### src/rtl/gpu_host_port_arbiter.sv
// gpu_host_port_arbiter
//   Shares the single host read/write port of the GPU RAM among NUM_REQ bus
//   masters. At most one access is granted per clk, either round-robin or fixed
//   priority (lowest index wins). The granted access drives the RAM host port
//   from registers. Read returns are steered back to the issuing requester by a
//   tag pipeline that tracks the RAM read latency.
//
// Ports
//   clk, reset          clock; synchronous active-high reset
//   req/req_wr/req_16bit per-requester request, write flag, 16-bit write flag
//   req_addr/req_wdata  per-requester address and write data (unpacked)
//   gnt                 one-hot combinational grant
//   rd_valid/rd_data    one-hot registered read-return strobe and its data
//   write_ena_host, ena_host_16bit, addr_host_in, data_host_in  RAM host port
//   data_host_out       RAM host read data
module gpu_host_port_arbiter #(
    parameter int NUM_REQ    = 4,
    parameter int RD_LAT     = 2,
    parameter int FIXED_PRIO = 0
) (
    input  logic               clk,
    input  logic               reset,
    input  logic [NUM_REQ-1:0] req,
    input  logic [NUM_REQ-1:0] req_wr,
    input  logic [NUM_REQ-1:0] req_16bit,
    input  logic [19:0]        req_addr  [NUM_REQ],
    input  logic [15:0]        req_wdata [NUM_REQ],
    output logic [NUM_REQ-1:0] gnt,
    output logic [NUM_REQ-1:0] rd_valid,
    output logic [15:0]        rd_data,
    output logic               write_ena_host,
    output logic               ena_host_16bit,
    output logic [19:0]        addr_host_in,
    output logic [15:0]        data_host_in,
    input  logic [15:0]        data_host_out
);

    localparam int IDW = (NUM_REQ > 1) ? $clog2(NUM_REQ) : 1;

    logic [IDW-1:0]            ptr_q, ptr_d;
    logic [IDW-1:0]            grant_idx;
    logic                      grant_vld;
    int                        cand;

    logic                      wr_ena_q;
    logic                      b16_q;
    logic [19:0]               addr_q;
    logic [15:0]               wdata_q;

    // Read tags: valid bit and requester id, one stage per clk of RAM latency.
    // The tag at stage RD_LAT lines up with data_host_out for that read.
    logic [RD_LAT:0]           vld_pipe_q;
    logic [RD_LAT:0][IDW-1:0]  id_pipe_q;

    logic [NUM_REQ-1:0]        rd_valid_q;
    logic [15:0]               rd_data_q;

    // Arbitration: scan from ptr (round-robin) or from 0 (fixed priority),
    // first requesting index wins.
    always_comb begin
        grant_vld = 1'b0;
        grant_idx = '0;
        cand      = 0;
        gnt       = '0;
        if (!reset) begin
            for (int k = 0; k < NUM_REQ; k++) begin
                if (FIXED_PRIO != 0) begin
                    cand = k;
                end else begin
                    cand = int'(ptr_q) + k;
                    if (cand >= NUM_REQ) cand = cand - NUM_REQ;
                end
                if (!grant_vld && req[cand]) begin
                    grant_vld = 1'b1;
                    grant_idx = IDW'(cand);
                end
            end
            if (grant_vld) gnt[grant_idx] = 1'b1;
        end
    end

    always_comb begin
        ptr_d = ptr_q;
        if (grant_vld) begin
            ptr_d = (grant_idx == IDW'(NUM_REQ - 1)) ? '0 : grant_idx + 1'b1;
        end
    end

    always_ff @(posedge clk) begin
        if (reset) begin
            ptr_q      <= '0;
            wr_ena_q   <= 1'b0;
            b16_q      <= 1'b0;
            addr_q     <= '0;
            wdata_q    <= '0;
            vld_pipe_q <= '0;
            id_pipe_q  <= '0;
            rd_valid_q <= '0;
            rd_data_q  <= '0;
        end else begin
            ptr_q    <= ptr_d;
            wr_ena_q <= grant_vld & req_wr[grant_idx];
            // Address/data/mode hold across idle cycles; only the strobe drops.
            if (grant_vld) begin
                addr_q  <= req_addr[grant_idx];
                wdata_q <= req_wdata[grant_idx];
                b16_q   <= req_16bit[grant_idx];
            end
            vld_pipe_q <= {vld_pipe_q[RD_LAT-1:0], grant_vld & ~req_wr[grant_idx]};
            id_pipe_q  <= {id_pipe_q[RD_LAT-1:0], grant_idx};

            rd_valid_q <= '0;
            if (vld_pipe_q[RD_LAT]) begin
                rd_valid_q[id_pipe_q[RD_LAT]] <= 1'b1;
                rd_data_q                     <= data_host_out;
            end
        end
    end

    assign write_ena_host = wr_ena_q;
    assign ena_host_16bit = b16_q;
    assign addr_host_in   = addr_q;
    assign data_host_in   = wdata_q;
    assign rd_valid       = rd_valid_q;
    assign rd_data        = rd_data_q;

endmodule

### config.mk
export PLATFORM = sky130hd
export DESIGN_NAME = gpu_host_port_arbiter
export DESIGN_NICKNAME = d
export VERILOG_FILES = /design/src/rtl/gpu_host_port_arbiter.sv
export SDC_FILE = /design/constraint.sdc
export NUM_CORES = 1
export LEC_CHECK = 0
export ABC_AREA = 1
export CAP_MARGIN = 20
export CORE_UTILIZATION = 45
export DETAILED_ROUTE_END_ITERATION = 6
export PLACE_DENSITY = 0.95
export SLEW_MARGIN = 15
export SYNTH_ARGS = -nofsm -noshare
export SYNTH_HDL_FRONTEND = slang
export SYNTH_SLANG_ARGS = --single-unit
### constraint.sdc
create_clock -name clk -period 5.2 [get_ports clk]
set_clock_uncertainty 0.05 [all_clocks]
set_input_delay 1.04 -clock clk [delete_from_list [all_inputs] [get_ports clk]]
set_output_delay 1.04 -clock clk [all_outputs]
set_load 0.01 [all_outputs]
==> impl_metrics.yaml, run 1 <==
synthesis:
  synth_cell_types: 27
  yosysSeqAreaShare_pct: 28.1
  ys_ff_latch: 69
  synthCells: 839
  syn_avg_cell_area_sq_um: 5.85
  ys_warn_count: 0
  syn_area_sq_um: 4910
  synth_fp_nets: 1013
sta:
  fin_ws_ns: 0.901
  drv_slew: 0
  min_period_ns: 4.30
  rsz0062_at_grt: "no"
  setup_violations: 0
  worst_pin_slew_ns: 0.812
  layout_worst_path_cycle_share_pct: 82.7
  fin_setup_tns_ns: 0
  slew-limit-headroom_pct: 45.9
  fmax_ghz: 0.233
  hold_viol: 0
global_route:
  overflow: 0
  grt_max_degree: 124
  track_usage_pct: 27.9
  grt_pass1_wl_um: 25300
  grt_pass1_vias: 5566
  antenna_found_initial: 0
clocking:
  post-cts-setup-buffers: 0
  h-tree-depth: 3
  clk_latency_ns: 0.34
  cts_hold_buf: 0
  cts_resized: 0
  cts_root_buf: "clkbuf_8"
  tritoncts: "done"
  cts_sinks: 69
  cts_buffers: 9
  clockBufferDepth: 2
  clk_pin_slew_ns: 0.09
run_status:
  outcome: "completed"
pwr:
  leakagePower_nw: 3.98
  power_mw: 3.48
  power_density_nw_per_um2: 470
  max-vdd-ir-drop_mv: 0.504
hold_path:
  worstHoldEndpoint: "id_pipe_q[3]"
  hp-start: "id_pipe_q[1]"
  hold_depth: 2
  hold_path.class: "reg -> reg"
placement:
  io_buffers: 235
  numPlacedInstances: 1161
  place_ws_ns: 0.913
  place_hpwl_um: 10800
  place_congestion: 0.884
cells_and_area:
  instances_no_fill: 1178
  nets: 1211
  areaGrowthSynthToFinish_pct: 50.8
  seq_area_sq_um: 1380
  num-fill-cells: 868
  antenna_cells: 0
  final_cell_mix: "clkdlybuf4s50_1, inv_1, nand2_1, nand3_1, nand4_1"
  drive_gt1_share_pct: 4.41
  mostFrequentLayoutCell: "clkdlybuf4s50_1"
  multi_input_area_sq_um: 2350
  fin_util_pct: 70.7
run:
  maxCapViolations: 0
detailed_routing:
  detail_route.wirelength_um: 15700
  routed_via_density: 4.97
  drtAntennaViolNets: 0
  wire_per_inst_um: 13.3
  first_pass_iters: 5
  drc_errors: 0
  num_vias: 5854
  first_iter_violations: 452
floorplan:
  start_util_pct: 46.9
  dieArea_sq_um: 11300
  std_cell_rows: 37
  core_area_sq_um: 10500
  die_x_um: 106
  die_height_um: 106
  io_pins: 236
critical_path:
  rr_endpoint: "data_host_in[5]"
  cp.required_ns: 4.11
  arrival_ns: 3.21
  start_kind: "input pin"
  critPathMaxFanout: 4
  worst-r2r-cell-count: 14
  end_kind: "primary output"
  r2r_slack_ns: 2.32
  critPathKind: "in -> out"
  r2r_start: "ptr_q[0]"
==> state kept, by name (all words and copies together) (netlist names) <==
register / flops
ptr_q: 2
ena_host_16bit: 1
vld_pipe_q: 3
rd_data: 16
addr_host_in: 20
data_host_in: 16
id_pipe_q: 6
write_ena_host: 1
rd_valid: 4
==> where the power goes <==
group          switching (mW)  total [mW]  internal [mW]
sequential              0.107       0.822          0.715
combinational            1.29        2.15          0.860
clock                   0.229       0.506          0.277
total                    1.63        3.48           1.85
==> metal layers <==
layer	global-route usage, %	share of wire [%]	vias up
met1	31.5	39	2588
li1	-	-	2971
met4	10.9	2.8	0
met2	50.5	49	258
met5	0	0	-
met3	6.38	8.5	37
==> cell usage after synthesis <==
cell type / instances / area share, %
inv_1: 218 / 17
nand2_1: 203 / 16
nand3_1: 115 / 12
nand4_1: 74 / 9.4
dfxtp_1: 69 / 28
nor2_1: 43 / 3.3
o21ai_0: 30 / 3.1
clkbuf_1: 23 / 1.8
buf_2: 14 / 1.4
buf_6: 11 / 2.5
buf_4: 9 / 1.4
nor3_1: 5 / 0.51
inv_2: 4 / 0.31
nand2_2: 4 / 0.51
a21oi_1: 2 / 0.20
nand3_2: 2 / 0.41
nand3_4: 2 / 0.71
o211ai_2: 2 / 0.51
a31oi_1: 1 / 0.13
clkinv_1: 1 / 0.076
nand2_4: 1 / 0.23
nand3b_4: 1 / 0.41
nand4_2: 1 / 0.25
nor2_8: 1 / 0.41
o21ai_1: 1 / 0.10
o21ai_2: 1 / 0.18
o31ai_1: 1 / 0.15
==> cell type report <==
class | count | area share, %
well taps | 136 | 2.30
flip-flops and latches | 69 | 18.7
clock inverters | 7 | 1.39
inverters | 223 | 11.3
repair buffers | 244 | 33.0
clock buffers | 9 | 1.67
multi-input cells | 490 | 31.7
==> cell families (layout without fill, tap and decap cells) <==
family	count (synthesis)	count (layout)	synth area share [%]
flops	69	69	28.1
simple gates	452	452	43.4
buf+inv	280	483	24.1
compound gates	38	38	4.33
==> critical path: stages <==
cell             delay (ns)
clkdlybuf4s50_1        0.49
inv_1                  0.06
nand2_1                0.09
nand3_1                0.11
nand2_2                0.16
nor2_1                 0.07
nor2_1                 0.16
nand2_4                0.09
nand2_1                0.07
nand2_1                0.07
a21oi_1                0.21
clkdlybuf4s50_1        0.58
==> worst max path at each step <==
stage / startpoint / to / slack, ns / cells after the start
3_5_place_dp: req[0] / gnt[0] / 0.91 / 12
5_1_grt: req[2] / gnt[0] / 0.75 / 12
3_3_place_gp: req[3] / gnt[0] / 0.98 / 12
2_1_floorplan: req[1] / gnt[3] / 1.90 / 10
4_1_cts: req[2] / gnt[0] / 0.91 / 11
6_report: req[0] / gnt[0] / 0.90 / 12
==> through the flow <==
step	instance area (sq um)	hold slack [ns]
2_1_floorplan	4910	0.338
3_3_place_gp	7150	0.341
3_5_place_dp	7150	0.350
4_1_cts	7370	0.347
5_1_grt	7400	0.357
6_report	7400	0.349
(Power assumes the default switching activity.)
==> run 2: changes to the inputs <==
- CORE_UTILIZATION: 45 -> 38
- PLACE_DENSITY: 0.95 -> 0.89
- clock period: 5.2 -> 3.8 ns (I/O delays scaled with it)
==> run 2 against run 1 <==
First-iteration DRC count fell by 2.7%. Total power rose by 45%. Wire length is 2.5% higher. Flip-flop and latch count unchanged. Global-route usage decreased by 3.8 points. Final cell count up 3.4%. Combinational power grew 40%. Cell area is 2.2% higher. Setup slack worse by 0.67 ns. Hold slack improved by 0.0014 ns. Highest routed layer unchanged.
==> impl_metrics.yaml, run 2 (synthesis gave the netlist of run 1 again) <==
critical_path:
  r2r_start: "ptr_q[0]"
  rr_endpoint: "data_host_in[5]"
  critPathKind: "in -> out"
  r2r_slack_ns: 1.15
  crit_chain: "clkdlybuf4s50_1, inv_1, nand2_1, nand3_1, nand2_2, nor2_8, nand3_4, nand2_4, nand3_4, inv_1, nand2_1, inv_1, clkdlybuf4s50_1"
  end_kind: "primary output"
  cp.depth: 13
  cp_num_buf_inv: 5
  slowest_stage: "clkdlybuf4s50_1"
  start_kind: "input pin"
  startpoint: "req[3]"
  arrival_ns: 2.76
  slowest_delay_ns: 0.53
  crit_top_cell: "inv_1"
  cp.required_ns: 2.99
  endpoint: "gnt[1]"
  worst-r2r-cell-count: 14
  critPathMaxFanout: 5
  cp_top_family: "buffers and inverters"
global_route:
  grt_pass1_vias: 5377
  grt_max_degree: 79
  grt_pass1_wl_um: 25200
  track_usage_pct: 24.1
  antenna_found_initial: 0
  overflow: 0
placement:
  place_hpwl_um: 11100
  io_buffers: 235
  numPlacedInstances: 1202
  place_congestion: 0.850
floorplan:
  core_area_sq_um: 12600
  die_height_um: 116
  io_pins: 236
  dieArea_sq_um: 13400
  std_cell_rows: 41
  die_x_um: 116
  start_util_pct: 38.9
pwr:
  power_mw: 5.05
  max-vdd-ir-drop_mv: 0.389
  power_density_nw_per_um2: 668
  leakagePower_nw: 4.06
clocking:
  cts_buffers: 9
  clk_latency_ns: 0.34
  post-cts-setup-buffers: 0
  h-tree-depth: 3
  cts_sinks: 69
  clk_pin_slew_ns: 0.06
  cts_root_buf: "clkbuf_16"
  tritoncts: "done"
  clockBufferDepth: 2
sta:
  min_period_ns: 3.57
  hold_viol: 0
  rsz0062_at_grt: "no"
  fmax_ghz: 0.280
  drv_slew: 0
  slew-limit-headroom_pct: 49.9
  fin_setup_tns_ns: 0
  setup_violations: 0
  layout_worst_path_cycle_share_pct: 94.0
  worst_pin_slew_ns: 0.752
cells_and_area:
  largest_reg_flops: 20
  areaGrowthSynthToFinish_pct: 54.1
  instances_no_fill: 1218
  drive_gt1_share_pct: 4.78
  final_cell_mix: "clkdlybuf4s50_1, inv_1, nand2_1, nand3_1, nand4_1"
  antenna_cells: 0
  mostFrequentLayoutCell: "clkdlybuf4s50_1"
  nets: 1215
detailed_routing:
  num_vias: 5936
  drtAntennaViolNets: 0
  detail_route.wirelength_um: 16100
  wire_per_inst_um: 13.2
  first_iter_violations: 440
  routed_via_density: 4.87
  drc_errors: 0
  first_pass_iters: 5
run_status:
  outcome: "completed"
run:
  maxCapViolations: 0
hold_path:
  hold_path.class: "reg -> reg"
==> run 2: cell count changes in the layout (fill, tap and decap cells not counted), moves of 2 or more <==
cell,before,now
buf_4,8,13
clkbuf_8,9,0
clkinv_4,0,2
clkbuf_16,0,9
==> run 2: worst min-delay path by stage <==
stage | start | to | slack, ns | cells after the start
floorplan | id_pipe_q[0] | id_pipe_q[2] | 0.34 | 2
global placement | vld_pipe_q[0] | vld_pipe_q[1] | 0.34 | 2
detailed placement | vld_pipe_q[1] | vld_pipe_q[2] | 0.35 | 2
CTS | vld_pipe_q[1] | vld_pipe_q[2] | 0.35 | 2
global route | id_pipe_q[3] | id_pipe_q[5] | 0.37 | 2
finish | vld_pipe_q[1] | vld_pipe_q[2] | 0.35 | 2
==> run 2: layer usage <==
layer | routed length [um] | GRT usage (%) | vias up
met5 | 0 | 0 | -
li1 | - | - | 2977
met4 | 520 | 9.66 | 0
met2 | 7690 | 41.6 | 283
met1 | 6500 | 27.7 | 2634
met3 | 1380 | 7.64 | 42
==> run 2: area by class of cell <==
type | instances | area [sq um]
Timing Repair Buffer | 248 | 2450
Sequential cell | 69 | 1380
Fill cell | 1153 | 5060
Tap cell | 172 | 215
Clock buffer | 9 | 225
Inverter | 223 | 840
Multi-Input combinational cell | 490 | 2350
Clock inverter | 7 | 104
==> run 2: timing repair <==
| action | CTS | global route |
|---|---|---|
| hold buffers | 0 | 0 |
| endpoints found under the setup margin | 0 | 1 |
| resized for setup | 0 | 1 |
==> run 2: tightest hold or removal path: stages (launching register included) <==
cell     delay [ns]
dfxtp_1        0.29
inv_1          0.04
nor2_1         0.03
==> run 2: metrics by stage <==
stage / instance area (sq um) / hold slack, ns / util [%] / worst slack [ns]
3_3_place_gp: 7230 / 0.340 / 57.3 / 0.173
2_1_floorplan: 4910 / 0.338 / - / 1.06
3_5_place_dp: 7230 / 0.346 / 57.3 / 0.0855
4_1_cts: 7560 / 0.354 / 59.9 / 0.0947
6_report: 7560 / 0.351 / 59.9 / 0.229
5_1_grt: 7560 / 0.368 / 59.9 / 0.0550
==> run 2: where the power goes <==
group | leakage [nW] | internal (mW) | switching [mW]
Sequential | 0.573 | 0.980 | 0.146
Clock | 0.161 | 0.584 | 0.344
Combinational | 3.32 | 1.20 | 1.80
Total | 4.06 | 2.76 | 2.29
==> run 3: changes to the inputs <==
- CORE_ASPECT_RATIO: default -> 1.4
==> run 3 against run 2 <==
The run now ends with DRC left. Sequential power about the same. Final cell count down 1.9%. First-iteration DRC count down 23%. Critical path depth unchanged. Register-to-register slack worse by 0.23 ns. Non-clock buffer count down 1. Fmax down 1.0%. Wire length down 4.2%. Global-route usage down 1.4 points. Highest routed layer unchanged.
==> impl_metrics.yaml, run 3 (synthesis gave the netlist of run 1 again) <==
sta:
  setup_violations: 0
  hold_viol: 0
  whs_ns: 0.353
  drv_slew: 0
  rsz0062_at_grt: "no"
  slew-limit-headroom_pct: 46.6
  layout_worst_path_cycle_share_pct: 94.9
  fin_setup_tns_ns: 0
  min_period_ns: 3.61
  worst_pin_slew_ns: 0.801
  fmax_ghz: 0.277
pwr:
  leakagePower_nw: 4.05
  power_mw: 4.99
  power_density_nw_per_um2: 663
  max-vdd-ir-drop_mv: 0.373
cells_and_area:
  antenna_cells: 0
  mostFrequentLayoutCell: "clkdlybuf4s50_1"
  final_cell_mix: "clkdlybuf4s50_1, inv_1, nand2_1, nand3_1, nand4_1"
  nets: 1214
  areaGrowthSynthToFinish_pct: 53.2
  instances_no_fill: 1195
  drive_gt1_share_pct: 4.69
  largest_reg_flops: 20
hold_path:
  hold_depth: 2
  worstHoldEndpoint: "vld_pipe_q[1]"
  hp-start: "vld_pipe_q[0]"
  hold_path.class: "reg -> reg"
clocking:
  cts_buffers: 9
  clk_pin_slew_ns: 0.06
  clockBufferDepth: 2
  h-tree-depth: 3
  cts_sinks: 69
  clk_latency_ns: 0.32
  tritoncts: "done"
  cts_root_buf: "clkbuf_16"
  cts_hold_buf: 0
floorplan:
  io_pins: 236
  core_area_sq_um: 12500
  die_height_um: 136
  die_x_um: 98.1
  std_cell_rows: 48
  dieArea_sq_um: 13400
  start_util_pct: 39.3
run:
  maxCapViolations: 0
critical_path:
  critPathMaxFanout: 6
  worst-r2r-cell-count: 14
  arrival_ns: 2.80
  cp.required_ns: 2.99
  start_kind: "input pin"
  r2r_slack_ns: 0.92
  end_kind: "primary output"
  rr_endpoint: "write_ena_host"
  critPathKind: "in -> out"
  r2r_start: "ptr_q[0]"
detailed_routing:
  first_iter_violations: 339
  routed_via_density: 4.91
  detail_route.wirelength_um: 15400
  drtAntennaViolNets: 0
  wire_per_inst_um: 12.9
  drc_errors: 20
  num_vias: 5863
  first_pass_iters: 7
placement:
  place_hpwl_um: 11000
  place_congestion: 0.933
  numPlacedInstances: 1179
  io_buffers: 235
global_route:
  antenna_found_initial: 0
  track_usage_pct: 22.7
  grt_pass1_vias: 5349
  grt_pass1_wl_um: 24500
  overflow: 0
  grt_max_degree: 78
run_status:
  violations: "DRC"
  outcome: "finished with violations"
## run 3: changes by cell type in the layout (fill, tap and decap cells not counted), sizes merged
cell      before  now
clkbuf         9   10
clkinv         2    4
clkinvlp       0    1
inv          226  222
buf           13   12
## run 3: worst max path at each step
stage	slack (ns)	depth (start not counted)	to	startpoint
3_3_place_gp	0.12	12	gnt[0]	req[3]
2_1_floorplan	1.06	10	gnt[3]	req[1]
5_1_grt	0.07	11	gnt[3]	req[3]
4_1_cts	0.03	12	gnt[0]	req[3]
6_report	0.19	13	gnt[1]	req[1]
3_5_place_dp	0.04	12	gnt[0]	req[1]
## run 3: layout make-up
type	instances	area, sq um
inverter	223	838
fill	1166	4970
sequential	69	1380
clock inverter	6	86.3
multi-input combinational	490	2350
timing repair buffer	247	2440
tap	150	188
clock buffer	10	239
## run 3: critical path, stage by stage
cell and delay, ns:
clkdlybuf4s50_1 0.42, inv_1 0.09, nand2_1 0.07, nand3_1 0.14, nand2_2 0.12, nor2_8 0.17, nand3_4 0.10, nand2_4 0.10
nand3_4 0.09, inv_1 0.08, nand2_1 0.05, inv_1 0.05, clkdlybuf4s50_1 0.54
## run 3: per-stage QoR
step	utilization, %	worst slack [ns]	cell area [sq um]
2_1_floorplan	-	1.06	4910
3_3_place_gp	57.6	0.122	7200
3_5_place_dp	57.6	0.0379	7200
4_1_cts	60.2	0.0301	7520
5_1_grt	60.2	0.0683	7520
6_report	60.2	0.192	7520
## run 3: metal layers
| metal | track usage (%) | part of all wire, % | vias up |
|---|---|---|---|
| li1 | - | - | 2971 |
| met1 | 24.3 | 37 | 2592 |
| met2 | 42.0 | 52 | 266 |
| met3 | 4.95 | 7.8 | 34 |
| met4 | 11.4 | 3.3 | 0 |
| met5 | 0 | 0 | - |
## run 3: where the power goes
part	internal, mW	leakage [nW]	total, mW	switching, mW
Sequential	0.980	0.573	1.12	0.140
Clock	0.591	0.158	0.904	0.313
Combinational	1.19	3.32	2.97	1.77
## run 3: timing repair
item	CTS	global route
setup buffers	0	0
gates resized for setup	0	1
setup endpoints to repair	0	1
hold endpoints to repair	0	0
